`config.mk`:
```
export PLATFORM = sky130hd
export DESIGN_NAME = step_unbuffer
export DESIGN_NICKNAME = d
export VERILOG_FILES = /design/src/rtl/step_unbuffer.sv
export SDC_FILE = /design/constraint.sdc
export NUM_CORES = 1
export LEC_CHECK = 0
export CAP_MARGIN = 20
export CORE_MARGIN = 4
export CORE_UTILIZATION = 55
export CTS_CLUSTER_SIZE = 10
export DETAILED_ROUTE_END_ITERATION = 10
export PLACE_DENSITY_LB_ADDON = 0.2
export SYNTH_ARGS = -nofsm -noshare
export SYNTH_HDL_FRONTEND = slang
export SYNTH_SLANG_ARGS = --single-unit
```
`constraint.sdc`:
```
create_clock -name aclk -period 1.05 [get_ports aclk]
set_input_delay 0.105 -clock aclk [delete_from_list [all_inputs] [get_ports aclk]]
set_output_delay 0.105 -clock aclk [all_outputs]
set_load 0.005 [all_outputs]
```
`src/rtl/step_unbuffer.sv`:
```
// ---------------------------------------------------------------------------
// step_unbuffer: complementary per-lane delay that realigns the staggered
// accumulator lanes. Macro STEP_UNBUFFER_CHECK_EN adds the misalignment checker.
// Rev 1.0
// ---------------------------------------------------------------------------
`default_nettype none

module step_unbuffer #(
  parameter int DATA_WIDTH        = 32,
  parameter int STEPS             = 4,
  parameter int ACCUMULATOR_DELAY = 4,
  parameter int TUSER_WIDTH       = 8
) (
  input  logic                                    aclk,
  input  logic                                    aresetn,
  input  logic                                    aclken,
  input  logic                                    is_1x1,
  input  logic [STEPS-1:0]                        s_valid,
  input  logic [STEPS-1:0][DATA_WIDTH-1:0]        s_data,
  input  logic [STEPS-1:0]                        s_last,
  input  logic [STEPS-1:0][TUSER_WIDTH-1:0]       s_user,
  output logic [STEPS-1:0]                        m_valid,
  output logic [STEPS-1:0][DATA_WIDTH-1:0]        m_data,
  output logic [STEPS-1:0]                        m_last,
  output logic [STEPS-1:0][TUSER_WIDTH-1:0]       m_user,
  output logic                                    m_all_valid,
  output logic                                    err_misalign
);

  localparam int D    = ACCUMULATOR_DELAY - 2;
  localparam int SMAX = (STEPS - 1) * D + 1;
  localparam int BW   = DATA_WIDTH + TUSER_WIDTH + 2;
  localparam int VB   = BW - 1;
  localparam int LB   = BW - 2;

  // Beat layout inside the delay lines: {valid, last, user, data}
  logic [STEPS-1:0][BW-1:0] beat_sel;
  logic [STEPS-1:0][BW-1:0] out_q;

  for (genvar i = 0; i < STEPS; i++) begin : g_lane
    localparam int LEN = (i == 0) ? SMAX : (STEPS - 1 - i) * D;

    logic [BW-1:0] beat_in;
    logic [BW-1:0] tap_normal;
    logic [BW-1:0] tap_1x1;

    assign beat_in = {s_valid[i], s_last[i], s_user[i], s_data[i]};

    if (LEN > 0) begin : g_line
      logic [BW-1:0] line_q [LEN];

      always_ff @(posedge aclk or negedge aresetn) begin
        if (!aresetn) begin
          for (int k = 0; k < LEN; k++) line_q[k] <= '0;
        end else if (aclken) begin
          line_q[0] <= beat_in;
          for (int k = 1; k < LEN; k++) line_q[k] <= line_q[k-1];
        end
      end

      assign tap_normal = line_q[LEN-1];

      // Only lane 0 keeps a single stage in 1x1 mode; the others bypass.
      if (i == 0) begin : g_tap_first
        assign tap_1x1 = line_q[0];
      end else begin : g_tap_bypass
        assign tap_1x1 = beat_in;
      end
    end else begin : g_no_line
      assign tap_normal = beat_in;
      assign tap_1x1    = beat_in;
    end

    assign beat_sel[i] = is_1x1 ? tap_1x1 : tap_normal;

    assign m_valid[i] = out_q[i][VB];
    assign m_last[i]  = out_q[i][LB];
    assign m_user[i]  = out_q[i][DATA_WIDTH +: TUSER_WIDTH];
    assign m_data[i]  = out_q[i][DATA_WIDTH-1:0];
  end

  always_ff @(posedge aclk or negedge aresetn) begin
    if (!aresetn) begin
      out_q <= '0;
    end else if (aclken) begin
      out_q <= beat_sel;
    end
  end

  assign m_all_valid = &m_valid;

`ifdef STEP_UNBUFFER_CHECK_EN
  localparam int MW = $clog2(SMAX + 2);

  logic          mode_q;
  logic [MW-1:0] mask_q;
  logic          err_q;
  logic          mode_chg;
  logic          misaligned;

  assign mode_chg = (is_1x1 != mode_q);

  // Judged on the beats about to be registered so the flag rises together
  // with the offending output cycle.
  always_comb begin
    misaligned = 1'b0;
    for (int i = 1; i < STEPS; i++) begin
      if (beat_sel[i][VB] != beat_sel[0][VB]) misaligned = 1'b1;
      if (beat_sel[i][VB] && (beat_sel[i][LB] != beat_sel[0][LB])) misaligned = 1'b1;
    end
  end

  always_ff @(posedge aclk or negedge aresetn) begin
    if (!aresetn) begin
      mode_q <= 1'b0;
      mask_q <= '0;
      err_q  <= 1'b0;
    end else if (aclken) begin
      mode_q <= is_1x1;
      if (mode_chg) begin
        mask_q <= MW'(SMAX + 1);
      end else if (mask_q != '0) begin
        mask_q <= mask_q - MW'(1);
      end
      if ((mask_q == '0) && !mode_chg && misaligned) begin
        err_q <= 1'b1;
      end
    end
  end

  assign err_misalign = err_q;
`else
  assign err_misalign = 1'b0;
`endif

endmodule

`default_nettype wire
```
==> impl_metrics.prom, run 1 <==
# TYPE chip_impl_metric gauge
chip_impl_metric{name="detailroute.via_count",unit=""} 15877
chip_impl_metric{name="fp.dieArea",unit="um^2"} 53900
chip_impl_info{name="status",value="complete, but fails checks"} 1
chip_impl_metric{name="total_leakage_power",unit="nW"} 15.6
chip_impl_metric{name="clock_power_share",unit="%"} 34.0
chip_impl_metric{name="route.final.wire_length",unit="um"} 55600
chip_impl_info{name="clock_tree_from_tritoncts",value="built"} 1
chip_impl_metric{name="fmaxAchievable",unit="GHz"} 0.717
chip_impl_metric{name="cp.arrival",unit="ns"} 1.29
chip_impl_metric{name="clock_sink_count",unit=""} 714
chip_impl_metric{name="r2r.worst_path.cells",unit=""} 3
chip_impl_metric{name="synth.cell_area",unit="um^2"} 27600
chip_impl_metric{name="drt_pass1_iterations",unit=""} 4
chip_impl_metric{name="hpwlAfterDp",unit="um"} 37200
chip_impl_metric{name="place.detailed.instances",unit=""} 2825
chip_impl_info{name="critPathSlowestCell",value="dfrtp_1"} 1
chip_impl_metric{name="postSynthRegisterBits",unit=""} 714
chip_impl_metric{name="clk-insertion-delay-late",unit="ns"} 0.60
chip_impl_metric{name="std_cell_rows",unit=""} 81
chip_impl_metric{name="drc",unit=""} 0
chip_impl_metric{name="die_height",unit="um"} 232
chip_impl_metric{name="critical_path.max_stage_delay",unit="ns"} 0.37
chip_impl_metric{name="port_buffers",unit=""} 340
chip_impl_metric{name="track_usage",unit="%"} 21.2
chip_impl_metric{name="layout-drive-gt1-share",unit="%"} 43.6
chip_impl_metric{name="drt_iter0_markers",unit=""} 619
chip_impl_metric{name="cts.htree.levels",unit=""} 3
chip_impl_metric{name="seq_power_share",unit="%"} 50.3
chip_impl_metric{name="post_synth_num_cell_types",unit=""} 11
chip_impl_metric{name="global_route.overflow_total",unit=""} 0
chip_impl_info{name="worst_setup_path_endpoint",value="m_all_valid"} 1
chip_impl_metric{name="grt_max_degree",unit=""} 68
chip_impl_metric{name="start_util",unit="%"} 56.1
chip_impl_metric{name="power.share.switching",unit="%"} 23.8
chip_impl_metric{name="final_cell_count_no_fill",unit=""} 3023
chip_impl_metric{name="clk_pin_slew_worst_paths",unit="ns"} 0.05
chip_impl_info{name="r2r-start",value="m_data[115]"} 1
chip_impl_metric{name="placed_area",unit="um^2"} 32700
chip_impl_metric{name="fin_worst_hold_slack",unit="ns"} -0.0482
chip_impl_metric{name="die_w",unit="um"} 232
chip_impl_metric{name="setup_viol_count_final",unit=""} 169
chip_impl_metric{name="areaGrowthSynthToFinish",unit="%"} 26.6
chip_impl_info{name="cp-startpoint",value="m_valid[1]"} 1
chip_impl_metric{name="hold_viol_final",unit=""} 16
chip_impl_metric{name="route.antenna.remaining_nets",unit=""} 0
chip_impl_info{name="crit_chain",value="and4_1 > buf_2"} 1
chip_impl_metric{name="syn_avg_cell_area",unit="um^2"} 15.4
chip_impl_metric{name="worst_clock_skew",unit="ns"} 0.0171
chip_impl_info{name="clk_root_buffer_cell",value="clkbuf_16"} 1
chip_impl_metric{name="tritoncts.num_buffers",unit=""} 81
chip_impl_metric{name="critical_path_data_required_time",unit="ns"} 0.94
chip_impl_metric{name="net_sw_power",unit="mW"} 16.9
chip_impl_metric{name="core_area",unit="um^2"} 49300
chip_impl_info{name="crit_path_end_kind",value="primary output"} 1
chip_impl_metric{name="clockBufferDepth",unit=""} 3
chip_impl_metric{name="synth_seq_area_share",unit="%"} 64.7
chip_impl_metric{name="power.share.combinational",unit="%"} 15.6
chip_impl_info{name="setup.worst_path.start_class",value="register"} 1
chip_impl_info{name="hp-class",value="input pin to asynchronous set/reset pin"} 1
chip_impl_metric{name="finalNetCount",unit=""} 2520
chip_impl_metric{name="detail_route.vias_per_cell",unit=""} 5.25
chip_impl_metric{name="number_of_antenna_violations_at_the_first_check_in_global_routing",unit=""} 4
chip_impl_info{name="timing.rr.end",value="m_data[115]"} 1
chip_impl_metric{name="cellInternalPower",unit="mW"} 54.0
chip_impl_metric{name="synth_nets",unit=""} 1962
chip_impl_metric{name="ir_worst_vdd",unit="mV"} 1.55
chip_impl_metric{name="place.gp.congestion",unit=""} 0.760
chip_impl_info{name="failed_checks",value="negative hold slack, negative setup slack"} 1
chip_impl_metric{name="drv.max_cap_violation_count",unit=""} 0
chip_impl_metric{name="worst-path-max-fanout",unit=""} 2
chip_impl_metric{name="post-route-min-period",unit="ns"} 1.39
chip_impl_metric{name="grt_pass1_wl",unit="um"} 92000
chip_impl_info{name="rsz0062_at_grt",value="true"} 1
chip_impl_metric{name="final_design_area_no_fill",unit="um^2"} 35000
chip_impl_metric{name="post_route_fraction_of_the_period_consumed_by_the_critical_path",unit="%"} 133
chip_impl_metric{name="vias_in_the_first_global_route",unit=""} 17573
chip_impl_metric{name="power_density",unit="nW/um^2"} 2030
chip_impl_metric{name="synth_cells",unit=""} 1790
chip_impl_metric{name="ff2ff_setup_slack",unit="ns"} 0.06
chip_impl_info{name="setup_cp_type",value="register to primary output"} 1
chip_impl_metric{name="boundaryPins",unit=""} 342
chip_impl_metric{name="synth-warning-count",unit=""} 0
chip_impl_metric{name="maxSlewViolCount",unit=""} 0
chip_impl_metric{name="avgRoutedWirePerCell",unit="um"} 18.4
chip_impl_metric{name="setup_slack",unit="ns"} -0.345
-- what timing repair did --
| item | 4_1_cts | 5_1_grt |
|---|---|---|
| cloned | 0 | 0 |
| setup buffers | 58 | 39 |
| gates resized for setup | 692 | 4 |
| hold endpoints to repair | 718 | 19 |
| pin swaps | 1 | 0 |
| hold buffers | 8 | 1 |
| setup endpoints to repair | 169 | 230 |
-- through the flow --
stage                     utilization (%)  power (mW)  hold slack (ns)  setup TNS (ns)  setup WS [ns]
after floorplan                         -        41.4           -0.191               0         0.0351
after global placement               66.5        46.5          -0.0398          -45.22         -0.119
after detailed placement             66.5        47.2          -0.0401          -58.67         -0.151
after CTS                            70.4        71.5           0.0202          -45.71         -0.390
after global routing                 71.0        74.6          -0.0462          -36.63         -0.420
final                                71.0        70.9          -0.0482          -27.24         -0.345
-- routing by layer --
layer	GRT usage, %	up-vias	wire length (um)
li1	-	7375	-
met1	27.8	8090	23500
met2	35.3	299	27900
met3	5.34	109	2830
met4	6.28	4	1400
met5	0	-	20
-- power by group through the flow --
stage                     registers, mW  logic (mW)  clock network (mW)
after global routing               36.4        12.2                26.0
after detailed placement           36.2        11.1                   0
after floorplan                    35.3        6.10                   0
after global placement             35.8        10.6                   0
after CTS                          35.7        10.9                24.8
final                              35.7        11.1                24.1
-- worst min path at each step --
stage	startpoint	depth (start not counted)	to	slack (ns)
floorplan	aresetn	0	g_lane[0].g_line.line_q[100]	-0.19
global placement	aresetn	1	m_data[71]	-0.04
detailed placement	aresetn	1	g_lane[2].tap_normal[7]	-0.04
CTS	aclken	4	m_user[17]	0.02
global route	aresetn	2	g_lane[2].g_line.line_q[46]	-0.05
finish	aresetn	2	m_data[79]	-0.05
-- synth_stat cells (all sizes together) --
cell type	number	area, um^2
dfrtp	714	17900
conb	1	3.75
mux2	588	6620
mux2i	126	1260
and4	1	8.76
nor2	126	473
buf	108	762
a21oi	126	631
-- cell type report --
| class | count | area, um^2 |
|---|---|---|
| fillers | 3250 | 14300 |
| multi-input cells | 968 | 9000 |
| clock buffers | 90 | 2160 |
| flip-flops and latches | 714 | 17900 |
| well taps | 664 | 831 |
| clock inverters | 2 | 17.5 |
| diodes | 2 | 5.00 |
| repair buffers | 583 | 5110 |
-- sequential cells by signal, indices dropped and copies added (netlist names) --
register / count
g_lane.g_line.line_q: 378
m_data: 128
g_lane.tap_normal: 126
g_lane.tap_1x1: 42
m_user: 32
m_last: 4
m_valid: 4
-- critical path: cells and delay by family, from the launching register on --
kind                   cells  cell delay [ns]
buffers and inverters      1             0.13
DFF                        1             0.37
and+or+nand+nor            1             0.19
-- cells by family after synthesis --
logic type | synth area share, %
muxes | 28.5
DFF | 64.7
and+or+nand+nor | 1.74
AOI/OAI and AO/OA | 2.28
buffers and inverters | 2.76
other | 0.0136
-- cell usage in the layout, fill, tap and decap left out, drive strengths merged --
cell type and instances:
conb 1, dlygate4sd3 7, inv 2, dfrtp 714, clkdlybuf4s50 168, mux2i 126
and4 1, diode 2, a21oi 126, nor2 126, mux2 588, clkbuf 91
buf 407
Note: power is estimated with default switching activity, not from simulation.
==> run 2, diff against run 1 <==
- CORE_UTILIZATION: 55 -> 50
- REMOVE_ABC_BUFFERS: not set -> 1
- clock period: 1.05 -> 1.2 ns (I/O delays scaled with it)
==> impl_metrics.prom, run 2 (synthesis results as in run 1) <==
# TYPE chip_impl_metric gauge
chip_impl_info{name="status",value="complete, but fails checks"} 1
chip_impl_info{name="failed_checks",value="negative setup slack"} 1
chip_impl_metric{name="largest_register_ffs",unit=""} 378
chip_impl_metric{name="place.detailed.instances",unit=""} 2826
chip_impl_metric{name="clk_pin_slew_worst_paths",unit="ns"} 0.05
chip_impl_metric{name="drt_iter0_markers",unit=""} 613
chip_impl_metric{name="worst_clock_skew",unit="ns"} 0.0208
chip_impl_metric{name="worst_slew_margin_rel",unit="%"} 49.0
chip_impl_info{name="critPathSlowestCell",value="dfrtp_1"} 1
chip_impl_metric{name="final_design_area_no_fill",unit="um^2"} 34700
chip_impl_metric{name="drv.max_cap_violation_count",unit=""} 0
chip_impl_metric{name="avgRoutedWirePerCell",unit="um"} 17.4
chip_impl_metric{name="clock_sink_count",unit=""} 714
chip_impl_metric{name="use_met2",unit="%"} 29.6
chip_impl_metric{name="boundaryPins",unit=""} 342
chip_impl_info{name="grt-busiest-layer",value="met2"} 1
chip_impl_metric{name="power_density",unit="nW/um^2"} 1780
chip_impl_metric{name="hpwlAfterDp",unit="um"} 34500
chip_impl_metric{name="clockBufferDepth",unit=""} 3
chip_impl_info{name="hp-class",value="input pin to register"} 1
chip_impl_info{name="setup_cp_type",value="register to primary output"} 1
chip_impl_metric{name="total_leakage_power",unit="nW"} 15.5
chip_impl_metric{name="drt_pass1_iterations",unit=""} 4
chip_impl_info{name="mostFrequentLayoutCells",value="dfrtp_1 (714), mux2_2 (532), clkdlybuf4s50_1 (168)"} 1
chip_impl_metric{name="std_cell_rows",unit=""} 85
chip_impl_metric{name="holdPathStages",unit=""} 4
chip_impl_metric{name="critical_path_data_required_time",unit="ns"} 1.08
chip_impl_metric{name="fmaxAchievable",unit="GHz"} 0.712
chip_impl_metric{name="fin_worst_hold_slack",unit="ns"} 0.0679
chip_impl_metric{name="detail_route.vias_per_cell",unit=""} 5.20
chip_impl_metric{name="start_util",unit="%"} 50.9
chip_impl_metric{name="setup_slack",unit="ns"} -0.205
chip_impl_metric{name="cp.arrival",unit="ns"} 1.29
chip_impl_metric{name="areaGrowthSynthToFinish",unit="%"} 25.8
chip_impl_metric{name="maxSlewViolCount",unit=""} 0
chip_impl_info{name="rsz0062_at_grt",value="true"} 1
chip_impl_metric{name="setup_viol_count_final",unit=""} 318
chip_impl_metric{name="grt.met3_usage",unit="%"} 3.97
chip_impl_metric{name="worst_slew_pin_slew",unit="ns"} 0.762
chip_impl_metric{name="finalNetCount",unit=""} 2478
chip_impl_metric{name="number_of_antenna_violations_at_the_first_check_in_global_routing",unit=""} 0
chip_impl_metric{name="placed_area",unit="um^2"} 32400
chip_impl_metric{name="critical_path.max_stage_delay",unit="ns"} 0.38
chip_impl_info{name="crit_chain",value="and4_4 > buf_6"} 1
chip_impl_metric{name="r2r.worst_path.cells",unit=""} 3
chip_impl_metric{name="die_w",unit="um"} 243
chip_impl_metric{name="final_cell_count_no_fill",unit=""} 3016
chip_impl_metric{name="worst-path-max-fanout",unit=""} 2
chip_impl_metric{name="met1_usage",unit="%"} 23.1
chip_impl_metric{name="power.total",unit="mW"} 62.0
chip_impl_metric{name="totalNegativeSetupSlack",unit="ns"} -7.54
chip_impl_info{name="mostFrequentLayoutCell",value="dfrtp_1"} 1
chip_impl_metric{name="place.gp.congestion",unit=""} 0.755
chip_impl_metric{name="core_area",unit="um^2"} 54200
chip_impl_metric{name="post_route_fraction_of_the_period_consumed_by_the_critical_path",unit="%"} 117
chip_impl_metric{name="ir_worst_vdd",unit="mV"} 1.30
chip_impl_metric{name="cts.htree.levels",unit=""} 3
chip_impl_metric{name="fp.dieArea",unit="um^2"} 59100
chip_impl_info{name="clock_tree_from_tritoncts",value="built"} 1
chip_impl_metric{name="final_core_utilization",unit="%"} 64.1
chip_impl_metric{name="vias_in_the_first_global_route",unit=""} 16943
chip_impl_metric{name="post-route-min-period",unit="ns"} 1.41
chip_impl_metric{name="global_route.overflow_total",unit=""} 0
chip_impl_metric{name="grt_pass1_wl",unit="um"} 86600
chip_impl_metric{name="path_buf_inv",unit=""} 1
chip_impl_metric{name="route.final.wire_length",unit="um"} 52400
chip_impl_info{name="crit_path_end_kind",value="primary output"} 1
chip_impl_metric{name="layout-drive-gt1-share",unit="%"} 42.8
chip_impl_metric{name="grt_max_degree",unit=""} 94
chip_impl_metric{name="detailroute.via_count",unit=""} 15686
chip_impl_metric{name="port_buffers",unit=""} 340
chip_impl_metric{name="post-place-ws",unit="ns"} -0.0153
chip_impl_metric{name="tritoncts.num_buffers",unit=""} 82
chip_impl_metric{name="cp.depth",unit=""} 2
chip_impl_metric{name="hold_viol_final",unit=""} 0
chip_impl_info{name="worst_path_dominant_cell_family",value="flip-flops"} 1
chip_impl_info{name="largest-register",value="g_lane.g_line.line_q"} 1
chip_impl_metric{name="clk-insertion-delay-late",unit="ns"} 0.60
chip_impl_info{name="setup.worst_path.start_class",value="register"} 1
chip_impl_metric{name="route.antenna.remaining_nets",unit=""} 0
chip_impl_metric{name="drc",unit=""} 0
chip_impl_metric{name="track_usage",unit="%"} 17.6
chip_impl_metric{name="die_height",unit="um"} 243
chip_impl_info{name="clk_root_buffer_cell",value="clkbuf_16"} 1
run 2: cell count changes in the layout (fill, tap and decap cells not counted), sizes merged:
| cell | before | now |
|---|---|---|
| diode | 2 | 1 |
| dlygate4sd3 | 7 | 3 |
| clkbuf | 91 | 95 |
| clkinv | 0 | 1 |
| inv | 2 | 5 |
| buf | 407 | 365 |
run 2: power by group:
part           total [mW]  switching, mW  leakage, nW  internal [mW]
Combinational        9.43           3.51         6.05           5.92
Sequential           31.2           2.40         8.33           28.8
Clock                21.4           8.94         1.08           12.5
Total                62.0           14.9         15.5           47.2
run 2: timing repair:
action	4_1_cts	5_1_grt
cloned	0	4
gates resized for setup	695	14
setup endpoints to repair	169	208
pin swaps	1	0
endpoints found under the hold margin	719	9
hold buffers	3	1
setup buffers	48	37
run 2: area by class of cell:
type                       count  area (um^2)
multi-input combinational    968         9000
fill                        3935        19500
clock buffer                  91         2140
sequential                   714        17900
tap                          696          871
antenna                        1         2.50
timing repair buffer         540         4790
clock inverter                 6         71.3
run 2: worst paths after layout:
kind / endpoint / slack, ns / start
max in group asynchronous: g_lane[0].g_line.line_q[124] / -0.16 / aresetn
hold / removal: m_user[22] / 0.07 / is_1x1
setup reg to reg: m_data[116] / 0.23 / m_data[116]
setup / recovery: m_all_valid / -0.21 / m_valid[1]
min in group asynchronous: g_lane[0].g_line.line_q[121] / 0.18 / aresetn
hold reg to reg: g_lane[1].g_line.line_q[155] / 0.48 / g_lane[1].g_line.line_q[155]
run 2: routing by layer:
| layer | routed length, um | up-vias |
|---|---|---|
| met5 | 0 | - |
| met2 | 26000 | 287 |
| met3 | 2140 | 87 |
| met4 | 1190 | 0 |
| met1 | 23100 | 8009 |
| li1 | - | 7303 |
run 2: worst min-delay path, stage by stage:
cell     delay (ns)
buf_6          0.11
buf_12         0.15
mux2i_1        0.15
a21oi_1        0.08
==> run 3, diff against run 2 <==
- CORE_MARGIN: 4 -> 10
- CORE_UTILIZATION: 50 -> 55
- clock period: 1.2 -> 1.66 ns (I/O delays scaled with it)
==> impl_metrics.prom, run 3 (synthesis results as in run 1) <==
# TYPE chip_impl_metric gauge
chip_impl_metric{name="ff2ff_setup_slack",unit="ns"} 0.81
chip_impl_info{name="mostFrequentLayoutCell",value="dfrtp_1"} 1
chip_impl_metric{name="detail_route.vias_per_cell",unit=""} 5.29
chip_impl_info{name="setup.worst_path.start_class",value="register"} 1
chip_impl_metric{name="start_util",unit="%"} 55.4
chip_impl_metric{name="final_core_utilization",unit="%"} 69.3
chip_impl_metric{name="tritoncts.num_buffers",unit=""} 82
chip_impl_metric{name="place.gp.congestion",unit=""} 0.726
chip_impl_metric{name="boundaryPins",unit=""} 342
chip_impl_metric{name="critical_path.max_stage_delay",unit="ns"} 0.52
chip_impl_metric{name="post-place-ws",unit="ns"} 0.306
chip_impl_metric{name="core_area",unit="um^2"} 49900
chip_impl_metric{name="finalNetCount",unit=""} 2379
chip_impl_metric{name="grt_max_degree",unit=""} 109
chip_impl_info{name="setup_cp_type",value="register to primary output"} 1
chip_impl_metric{name="path_buf_inv",unit=""} 1
chip_impl_info{name="worst_path_dominant_cell_family",value="buffers and inverters"} 1
chip_impl_info{name="mostFrequentLayoutCells",value="dfrtp_1 (714), mux2_2 (532), clkdlybuf4s50_1 (172)"} 1
chip_impl_metric{name="ir_worst_vdd",unit="mV"} 0.912
chip_impl_metric{name="worst-path-max-fanout",unit=""} 2
chip_impl_info{name="crit_path_end_kind",value="primary output"} 1
chip_impl_info{name="critPathSlowestCell",value="clkdlybuf4s50_1"} 1
chip_impl_metric{name="avgRoutedWirePerCell",unit="um"} 18.6
chip_impl_metric{name="worst_slew_pin_slew",unit="ns"} 0.541
chip_impl_info{name="status",value="finished clean"} 1
chip_impl_metric{name="maxSlewViolCount",unit=""} 0
chip_impl_info{name="hp-class",value="input pin to asynchronous set/reset pin"} 1
chip_impl_metric{name="clk-insertion-delay-late",unit="ns"} 0.59
chip_impl_metric{name="route.final.wire_length",unit="um"} 53800
chip_impl_metric{name="die_w",unit="um"} 244
chip_impl_info{name="cp-startpoint",value="m_user[25]"} 1
chip_impl_metric{name="grt_pass1_wl",unit="um"} 89100
chip_impl_info{name="r2r-start",value="g_lane[0].tap_1x1[30]"} 1
chip_impl_metric{name="die_height",unit="um"} 244
chip_impl_metric{name="worst_slew_margin_rel",unit="%"} 63.9
chip_impl_info{name="rsz0062_at_grt",value="false"} 1
chip_impl_info{name="clk_root_buffer_cell",value="clkbuf_16"} 1
chip_impl_metric{name="cp.arrival",unit="ns"} 1.45
chip_impl_metric{name="setup_slack",unit="ns"} 0.0446
chip_impl_info{name="worst_setup_path_endpoint",value="m_user[25]"} 1
chip_impl_metric{name="fp.dieArea",unit="um^2"} 59600
chip_impl_metric{name="drc",unit=""} 0
chip_impl_metric{name="port_buffers",unit=""} 340
chip_impl_metric{name="cp.depth",unit=""} 1
chip_impl_metric{name="totalNegativeSetupSlack",unit="ns"} 0
chip_impl_metric{name="worst_clock_skew",unit="ns"} 0.0100
chip_impl_metric{name="cts.htree.levels",unit=""} 3
chip_impl_metric{name="route.antenna.remaining_nets",unit=""} 0
chip_impl_metric{name="hpwlAfterDp",unit="um"} 36800
chip_impl_metric{name="track_usage",unit="%"} 18.2
chip_impl_info{name="largest-register",value="g_lane.g_line.line_q"} 1
chip_impl_metric{name="critical_path_data_required_time",unit="ns"} 1.49
chip_impl_metric{name="clockBufferDepth",unit=""} 3
chip_impl_info{name="crit_chain",value="clkdlybuf4s50_1"} 1
chip_impl_metric{name="detailroute.via_count",unit=""} 15312
chip_impl_metric{name="drv.max_cap_violation_count",unit=""} 0
chip_impl_metric{name="vias_in_the_first_global_route",unit=""} 16928
chip_impl_metric{name="clock_sink_count",unit=""} 714
chip_impl_metric{name="largest_register_ffs",unit=""} 378
chip_impl_metric{name="total_leakage_power",unit="nW"} 15.4
chip_impl_metric{name="fmaxAchievable",unit="GHz"} 0.619
chip_impl_metric{name="global_route.overflow_total",unit=""} 0
chip_impl_metric{name="hold_viol_final",unit=""} 0
chip_impl_metric{name="power.total",unit="mW"} 44.6
chip_impl_info{name="clock_tree_from_tritoncts",value="built"} 1
chip_impl_metric{name="drt_pass1_iterations",unit=""} 6
chip_impl_info{name="timing.rr.end",value="m_data[30]"} 1
chip_impl_metric{name="post_route_fraction_of_the_period_consumed_by_the_critical_path",unit="%"} 97.3
chip_impl_metric{name="layout-drive-gt1-share",unit="%"} 32.6
chip_impl_metric{name="post-route-min-period",unit="ns"} 1.62
chip_impl_metric{name="number_of_antenna_violations_at_the_first_check_in_global_routing",unit=""} 3
chip_impl_metric{name="fin_worst_hold_slack",unit="ns"} 0.0857
chip_impl_metric{name="clk_pin_slew_worst_paths",unit="ns"} 0.05
chip_impl_metric{name="std_cell_rows",unit=""} 82
chip_impl_metric{name="power_density",unit="nW/um^2"} 1290
chip_impl_metric{name="setup_viol_count_final",unit=""} 0
chip_impl_metric{name="r2r.worst_path.cells",unit=""} 2
chip_impl_metric{name="drt_iter0_markers",unit=""} 730
chip_impl_metric{name="areaGrowthSynthToFinish",unit="%"} 25.1
run 3: metrics by stage:
step	cells	cell area, um^2
4_1_cts	2891	34400
3_5_place_dp	2778	32200
2_1_floorplan	1682	26900
6_report	2893	34600
3_3_place_gp	2778	32200
5_1_grt	2892	34600
run 3: area by class of cell:
class,count,area (um^2)
fillers,3462,15300
flip-flops and latches,714,17900
well taps,672,841
multi-input cells,968,9000
clock buffers,94,2190
clock inverters,3,51.3
diodes,1,2.50
repair buffers,441,4600
run 3: worst min-delay path by stage:
stage	cells after the start	to	slack, ns	startpoint
after floorplan	0	g_lane[0].g_line.line_q[100]	-0.13	aresetn
after global placement	1	m_last[1]	0.11	aresetn
after detailed placement	1	m_last[1]	0.11	aresetn
after CTS	2	m_last[1]	0.05	aresetn
after global routing	2	m_user[16]	0.08	aresetn
final	2	m_last[1]	0.09	aresetn
run 3: power by group:
part	switching, mW	total (mW)	internal [mW]
Sequential	1.78	22.6	20.8
Clock	6.27	15.6	9.32
Combinational	2.44	6.45	4.01
run 3: layer usage:
layer | track usage, % | up-vias | routed length [um]
met3 | 4.52 | 91 | 2410
met4 | 5.00 | 4 | 999
li1 | - | 7090 | -
met2 | 31.4 | 253 | 27600
met1 | 22.5 | 7874 | 22800
met5 | 0 | - | 27
run 3: what timing repair did:
item	in CTS	in global routing
hold buffers	3	0
setup endpoints to repair	126	39
pin swaps	0	0
hold endpoints to repair	382	0
buffers inserted	13	1
resized for setup	129	39
